[src/rtl/intr_pkg.sv]
// Shared register map, FSM encodings and small helpers for the interrupt controller.
package intr_pkg;

  localparam logic [4:0] ADDR_MASK = 5'd8;
  localparam logic [4:0] ADDR_PEND = 5'd9;
  localparam logic [4:0] ADDR_STAT = 5'd10;

  typedef enum logic [1:0] {
    IDLE    = 2'd0,
    REQ     = 2'd1,
    SERVICE = 2'd2,
    ILLEGAL = 2'd3
  } state_e;

  function automatic logic [7:0] onehot8(input logic [2:0] idx);
    onehot8 = 8'h01 << idx;
  endfunction

endpackage

[src/rtl/intr_prio_enc.sv]
// Fixed-priority encoder: the lowest set request bit wins.
module intr_prio_enc (
  input  logic [7:0] req_i,
  output logic       valid_o,
  output logic [2:0] index_o
);

  // Priority decode, bit 0 highest
  always_comb begin
    valid_o = 1'b1;
    index_o = 3'd0;
    casez (req_i)
      8'b???????1: index_o = 3'd0;
      8'b??????10: index_o = 3'd1;
      8'b?????100: index_o = 3'd2;
      8'b????1000: index_o = 3'd3;
      8'b???10000: index_o = 3'd4;
      8'b??100000: index_o = 3'd5;
      8'b?1000000: index_o = 3'd6;
      8'b10000000: index_o = 3'd7;
      default: begin
        valid_o = 1'b0;
        index_o = 3'd0;
      end
    endcase
  end

endmodule

[src/rtl/intr_ctrl.sv]
// Edge-triggered 8-source interrupt controller with mask/pending registers and
// a single-level request/service handshake towards the CPU.
module intr_ctrl
  import intr_pkg::*;
(
  input  logic       clk,
  input  logic       reset,
  input  logic [4:0] readaddr,
  output logic [7:0] readdata,
  input  logic [4:0] writeaddr,
  input  logic [7:0] writedata,
  input  logic       write_en,
  input  logic [7:0] int_src,
  output logic       irq,
  output logic [2:0] irq_vector,
  input  logic       irq_ack,
  input  logic       irq_done
);

  logic [7:0] int_src_q, mask_q, mask_d, pend_q, pend_d, rdata_q, rdata_d;
  logic       armed_q, irq_q, irq_d;
  logic [2:0] vec_q, vec_d;
  state_e     state_q, state_d;

  logic [7:0] rise_s, clr_s;
  logic       wr_mask_s, wr_pend_s, ack_s, enc_valid_s;
  logic [2:0] enc_idx_s;

  // armed_q suppresses the first cycle after reset so lines already high do not count as edges
  assign rise_s    = armed_q ? (int_src & ~int_src_q) : 8'h00;
  assign wr_mask_s = write_en && (writeaddr == ADDR_MASK);
  assign wr_pend_s = write_en && (writeaddr == ADDR_PEND);
  assign ack_s     = (state_q == REQ) && irq_ack;

  intr_prio_enc u_prio (
    .req_i   (pend_q & mask_q),
    .valid_o (enc_valid_s),
    .index_o (enc_idx_s)
  );

  // Pending/mask next state; a rising edge beats any clear in the same cycle
  always_comb begin
    clr_s  = (wr_pend_s ? writedata : 8'h00) | (ack_s ? onehot8(vec_q) : 8'h00);
    pend_d = (pend_q & ~clr_s) | rise_s;
    mask_d = wr_mask_s ? writedata : mask_q;
  end

  // Request/service FSM; the vector is latched once on entry to REQ
  always_comb begin
    state_d = state_q;
    vec_d   = vec_q;
    case (state_q)
      IDLE: begin
        if (enc_valid_s) begin
          state_d = REQ;
          vec_d   = enc_idx_s;
        end else begin
          state_d = IDLE;
        end
      end
      REQ: begin
        if (irq_ack) state_d = SERVICE;
        else         state_d = REQ;
      end
      SERVICE: begin
        if (irq_done) state_d = IDLE;
        else          state_d = SERVICE;
      end
      default: state_d = IDLE;
    endcase
    irq_d = (state_d == REQ);
  end

  // Side-effect-free read mux
  always_comb begin
    case (readaddr)
      ADDR_MASK: rdata_d = mask_q;
      ADDR_PEND: rdata_d = pend_q;
      ADDR_STAT: rdata_d = {state_q, 3'b000, vec_q};
      default:   rdata_d = 8'h00;
    endcase
  end

  // State registers
  always_ff @(posedge clk or negedge reset) begin
    if (!reset) begin
      int_src_q <= 8'h00;
      armed_q   <= 1'b0;
      mask_q    <= 8'h00;
      pend_q    <= 8'h00;
      state_q   <= IDLE;
      irq_q     <= 1'b0;
      vec_q     <= 3'd0;
      rdata_q   <= 8'h00;
    end else begin
      int_src_q <= int_src;
      armed_q   <= 1'b1;
      mask_q    <= mask_d;
      pend_q    <= pend_d;
      state_q   <= state_d;
      irq_q     <= irq_d;
      vec_q     <= vec_d;
      rdata_q   <= rdata_d;
    end
  end

  assign readdata   = rdata_q;
  assign irq        = irq_q;
  assign irq_vector = vec_q;

endmodule

[config.mk]
export PLATFORM = sky130hd
export DESIGN_NAME = intr_ctrl
export DESIGN_NICKNAME = d
export VERILOG_FILES = /design/src/rtl/intr_pkg.sv /design/src/rtl/intr_prio_enc.sv /design/src/rtl/intr_ctrl.sv
export SDC_FILE = /design/constraint.sdc
export NUM_CORES = 1
export LEC_CHECK = 0
export CAP_MARGIN = 15
export CORE_MARGIN = 1.5
export CORE_UTILIZATION = 43
export DETAILED_ROUTE_END_ITERATION = 10
export PLACE_DENSITY_LB_ADDON = 0.2
export SETUP_SLACK_MARGIN = 0.2
export SLEW_MARGIN = 10
export SYNTH_ARGS = -nofsm -noshare
export SYNTH_HDL_FRONTEND = slang
export SYNTH_SLANG_ARGS = --single-unit
[constraint.sdc]
create_clock -name clk -period 1.32 [get_ports clk]
set_input_delay 0.396 -clock clk [delete_from_list [all_inputs] [get_ports clk]]
set_output_delay 0.396 -clock clk [all_outputs]
set_load 0.05 [all_outputs]
==> results_dict.tcl <==
set metrics [dict create \
    synth_top_family_by_area "simple AND/OR/NAND/NOR gates" \
    ys.flop_type "dfrtp_1" \
    synth_warnings 0 \
    synth_area_um2 1683 \
    wirelength_um 4686 \
    dp_slack_ns -0.6836 \
    core_area_um2 3716 \
    wl_per_cell_um 17.23 \
    p_leak_uw 0.001205 \
    drtAntennaViolNets 0 \
    ir_drop_v 0.0009375 \
    ctsLongestPathBuffers 2 \
    criticalPathCategory "register to register" \
    nNetsFinal 254 \
    clk_pin_slew_ns 0.08 \
    finalCritPeriodShare_pct 110.6 \
    arrival_ns 1.60 \
    cap_violations 0 \
    fin_cells 272 \
    setup-tns-final_ns -0.2341 \
    cts_tree "done" \
    layout_setup_ws_ns -0.1404 \
    die_h_um 65.56 \
    setup_viol 4 \
    synth-simple-area-share_pct 17.32 \
    cts.sinks 39 \
    ios 43 \
    drive_gt1_share_pct 38.39 \
    die_x_um 65.56 \
    grt_max_degree 40 \
    cp_max_fo 4 \
    yosysUniqueCellTypes 28 \
    avgSynthCellArea_um2 11.53 \
    grt_pass1_vias 1564 \
    crit_path_end_kind "register" \
    numPortBuffers 42 \
    drv_slew 0 \
    place_congestion 0.7973 \
    grt_remaining_overflow 0 \
    fmax_mhz 684.7 \
    antenna_found_initial 0 \
    syn2layout_area_growth_pct 60.00 \
    hpwlAfterDp_um 2987 \
    dr_total_vias 1525 \
    period_minus_slack_ns 1.460 \
    post-route-drc-count 0 \
    synth_fa_ha_area_share_pct 0 \
    final.fill_count 265 \
    placed_cells 245 \
    grt_pass1_wl_um 7162 \
    cts_inserted_buffers 5 \
    clockRootBuffer "clkbuf_8" \
    finalClockSkew_ns 0.008009 \
    hold_path_class "input port to async pin" \
    status "complete, but fails checks" \
    clk_latency_ns 0.29 \
    htreeDepth 2 \
    dr.pass1.iters 4 \
    multi_input_area_um2 769.5 \
    cts_hold_buf 0 \
    n_antenna_cell 0 \
    syn-num-nets 177 \
    critPathRequiredTime_ns 1.46 \
    failed_checks "setup timing" \
    finalPower_uw 4956 \
    hold-worst-slack_ns 0.4803 \
    synthMuxAreaShare_pct 8.327 \
    synth-compound-area-share_pct 14.20 \
    hold_viol 0 \
    p_per_area_nw_per_um2 1840 \
    vias_per_cell 5.607 \
    seqCellArea_um2 978.4 \
    gr-usage-all-layers_pct 22.58 \
    start_util_pct 45.29 \
    rsz0062_at_grt "yes" \
    synth-edff-count 0 \
    ys_seq_elements 39 \
    synthArstFlopShare_pct 100.0 \
    critPathLaunchType "register" \
    yosys.area_share.xor_xnor_pct 0 \
    drtIter0Drc 66 \
    row_count 22 \
    synthCells 146 \
    dieArea_um2 4298 \
    ys_seq_area_share_pct 57.99 \
]
cells in the mapped netlist (2+ instances only):
cell | number | area share (%)
mux2_2 | 8 | 5.4
inv_1 | 2 | 0.45
a21oi_1 | 5 | 1.5
dfrtp_1 | 39 | 58
nand3_1 | 3 | 0.89
a22o_1 | 5 | 2.6
nor2_1 | 8 | 1.8
nand2_1 | 25 | 5.6
nand3b_1 | 4 | 1.8
nor2b_1 | 8 | 3.0
o21ai_0 | 7 | 2.1
buf_2 | 2 | 0.59
a32o_1 | 8 | 4.8
mux2i_1 | 5 | 3.0
a22oi_1 | 4 | 1.8
cell families (layout without fill, tap and decap cells):
| family | after synthesis | after routing |
|---|---|---|
| AND/OR/NAND/NOR | 55 | 55 |
| flip-flops | 39 | 39 |
| AO/OA/AOI/OAI | 32 | 32 |
| multiplexers | 13 | 13 |
| buffers and inverters | 6 | 84 |
| other | 1 | 1 |
critical path, cell delays in order (launching register included):
cell,delay [ns]
dfrtp_1,0.43
a22oi_2,0.24
nand4_1,0.27
a21oi_1,0.28
a41oi_1,0.10
area by class of cell:
class / instances / area share (%)
inverters: 2 / 0.2788
flip-flops and latches: 39 / 36.34
repair buffers: 74 / 29.46
well taps: 48 / 2.230
clock buffers: 5 / 2.556
clock inverters: 3 / 0.5576
multi-input cells: 101 / 28.58
what timing repair did:
| item | in CTS | in global routing |
|---|---|---|
| endpoints found under the hold margin | 0 | 0 |
| setup buffers | 12 | 7 |
| pin swaps | 33 | 15 |
| cloned | 0 | 0 |
| setup endpoints to repair | 40 | 36 |
| resized for setup | 44 | 11 |
power breakdown:
group	internal, uW	total (uW)	leakage, uW	switching, uW
clock network	361	765	0.0000477	403
registers	1480	1760	0.000466	284
logic	1290	2430	0.000691	1140
total	3130	4960	0.00121	1820
layout by cell type, fill, tap and decap left out, types with 2 or more instances in the layout:
| cell type | n |
|---|---|
| nor2b_1 | 8 |
| o21ai_0 | 6 |
| a22oi_2 | 4 |
| buf_12 | 13 |
| clkdlybuf4s15_1 | 2 |
| buf_6 | 6 |
| dlygate4sd2_1 | 6 |
| clkbuf_8 | 5 |
| nand3_1 | 3 |
| buf_4 | 27 |
| a21oi_2 | 3 |
| clkinv_2 | 3 |
| a21oi_1 | 2 |
| dfrtp_1 | 37 |
| nor2_2 | 5 |
| a32o_1 | 8 |
| nand2_2 | 3 |
| clkdlybuf4s50_1 | 18 |
| mux2_4 | 8 |
| a22o_1 | 5 |
| nand2_1 | 22 |
| nand3b_1 | 4 |
| mux2i_1 | 5 |
| dfrtp_2 | 2 |
| nor2_1 | 3 |
worst paths after layout:
path	end	slack [ns]	from	cells past startpoint
worst max-delay path	irq_vector[0]	-0.14	pend_q[4]	4
worst min-delay path	readdata[7]	0.48	reset	2
worst max register to register	irq_vector[0]	-0.14	pend_q[4]	4
worst min register to register	readdata[0]	0.58	pend_q[0]	2
max in group asynchronous	irq_vector[1]	0.63	reset	2
min in group clk	int_src_q[2]	0.57	int_src[2]	1
per-layer routing:
metal	track usage (%)	part of all wire, %	vias up
met5	0	0	-
li1	-	-	680
met2	38.90	50	92
met1	26.49	39	728
met3	3.938	6.6	25
met4	12.76	4.6	0
sequential cells by signal, summed over array words and instances (netlist names):
signal and count:
int_src_q 8, irq_vector 3, readdata 8, armed_q 1
irq 1, state_q 2, pend_q 8, mask_q 8
per-stage QoR:
stage	area [um2]	utilization [%]
after floorplan	1722	-
after global placement	2391	64.34
after detailed placement	2391	64.34
after CTS	2618	70.44
after global routing	2693	72.46
final	2693	72.46
(Power assumes the default switching activity.)
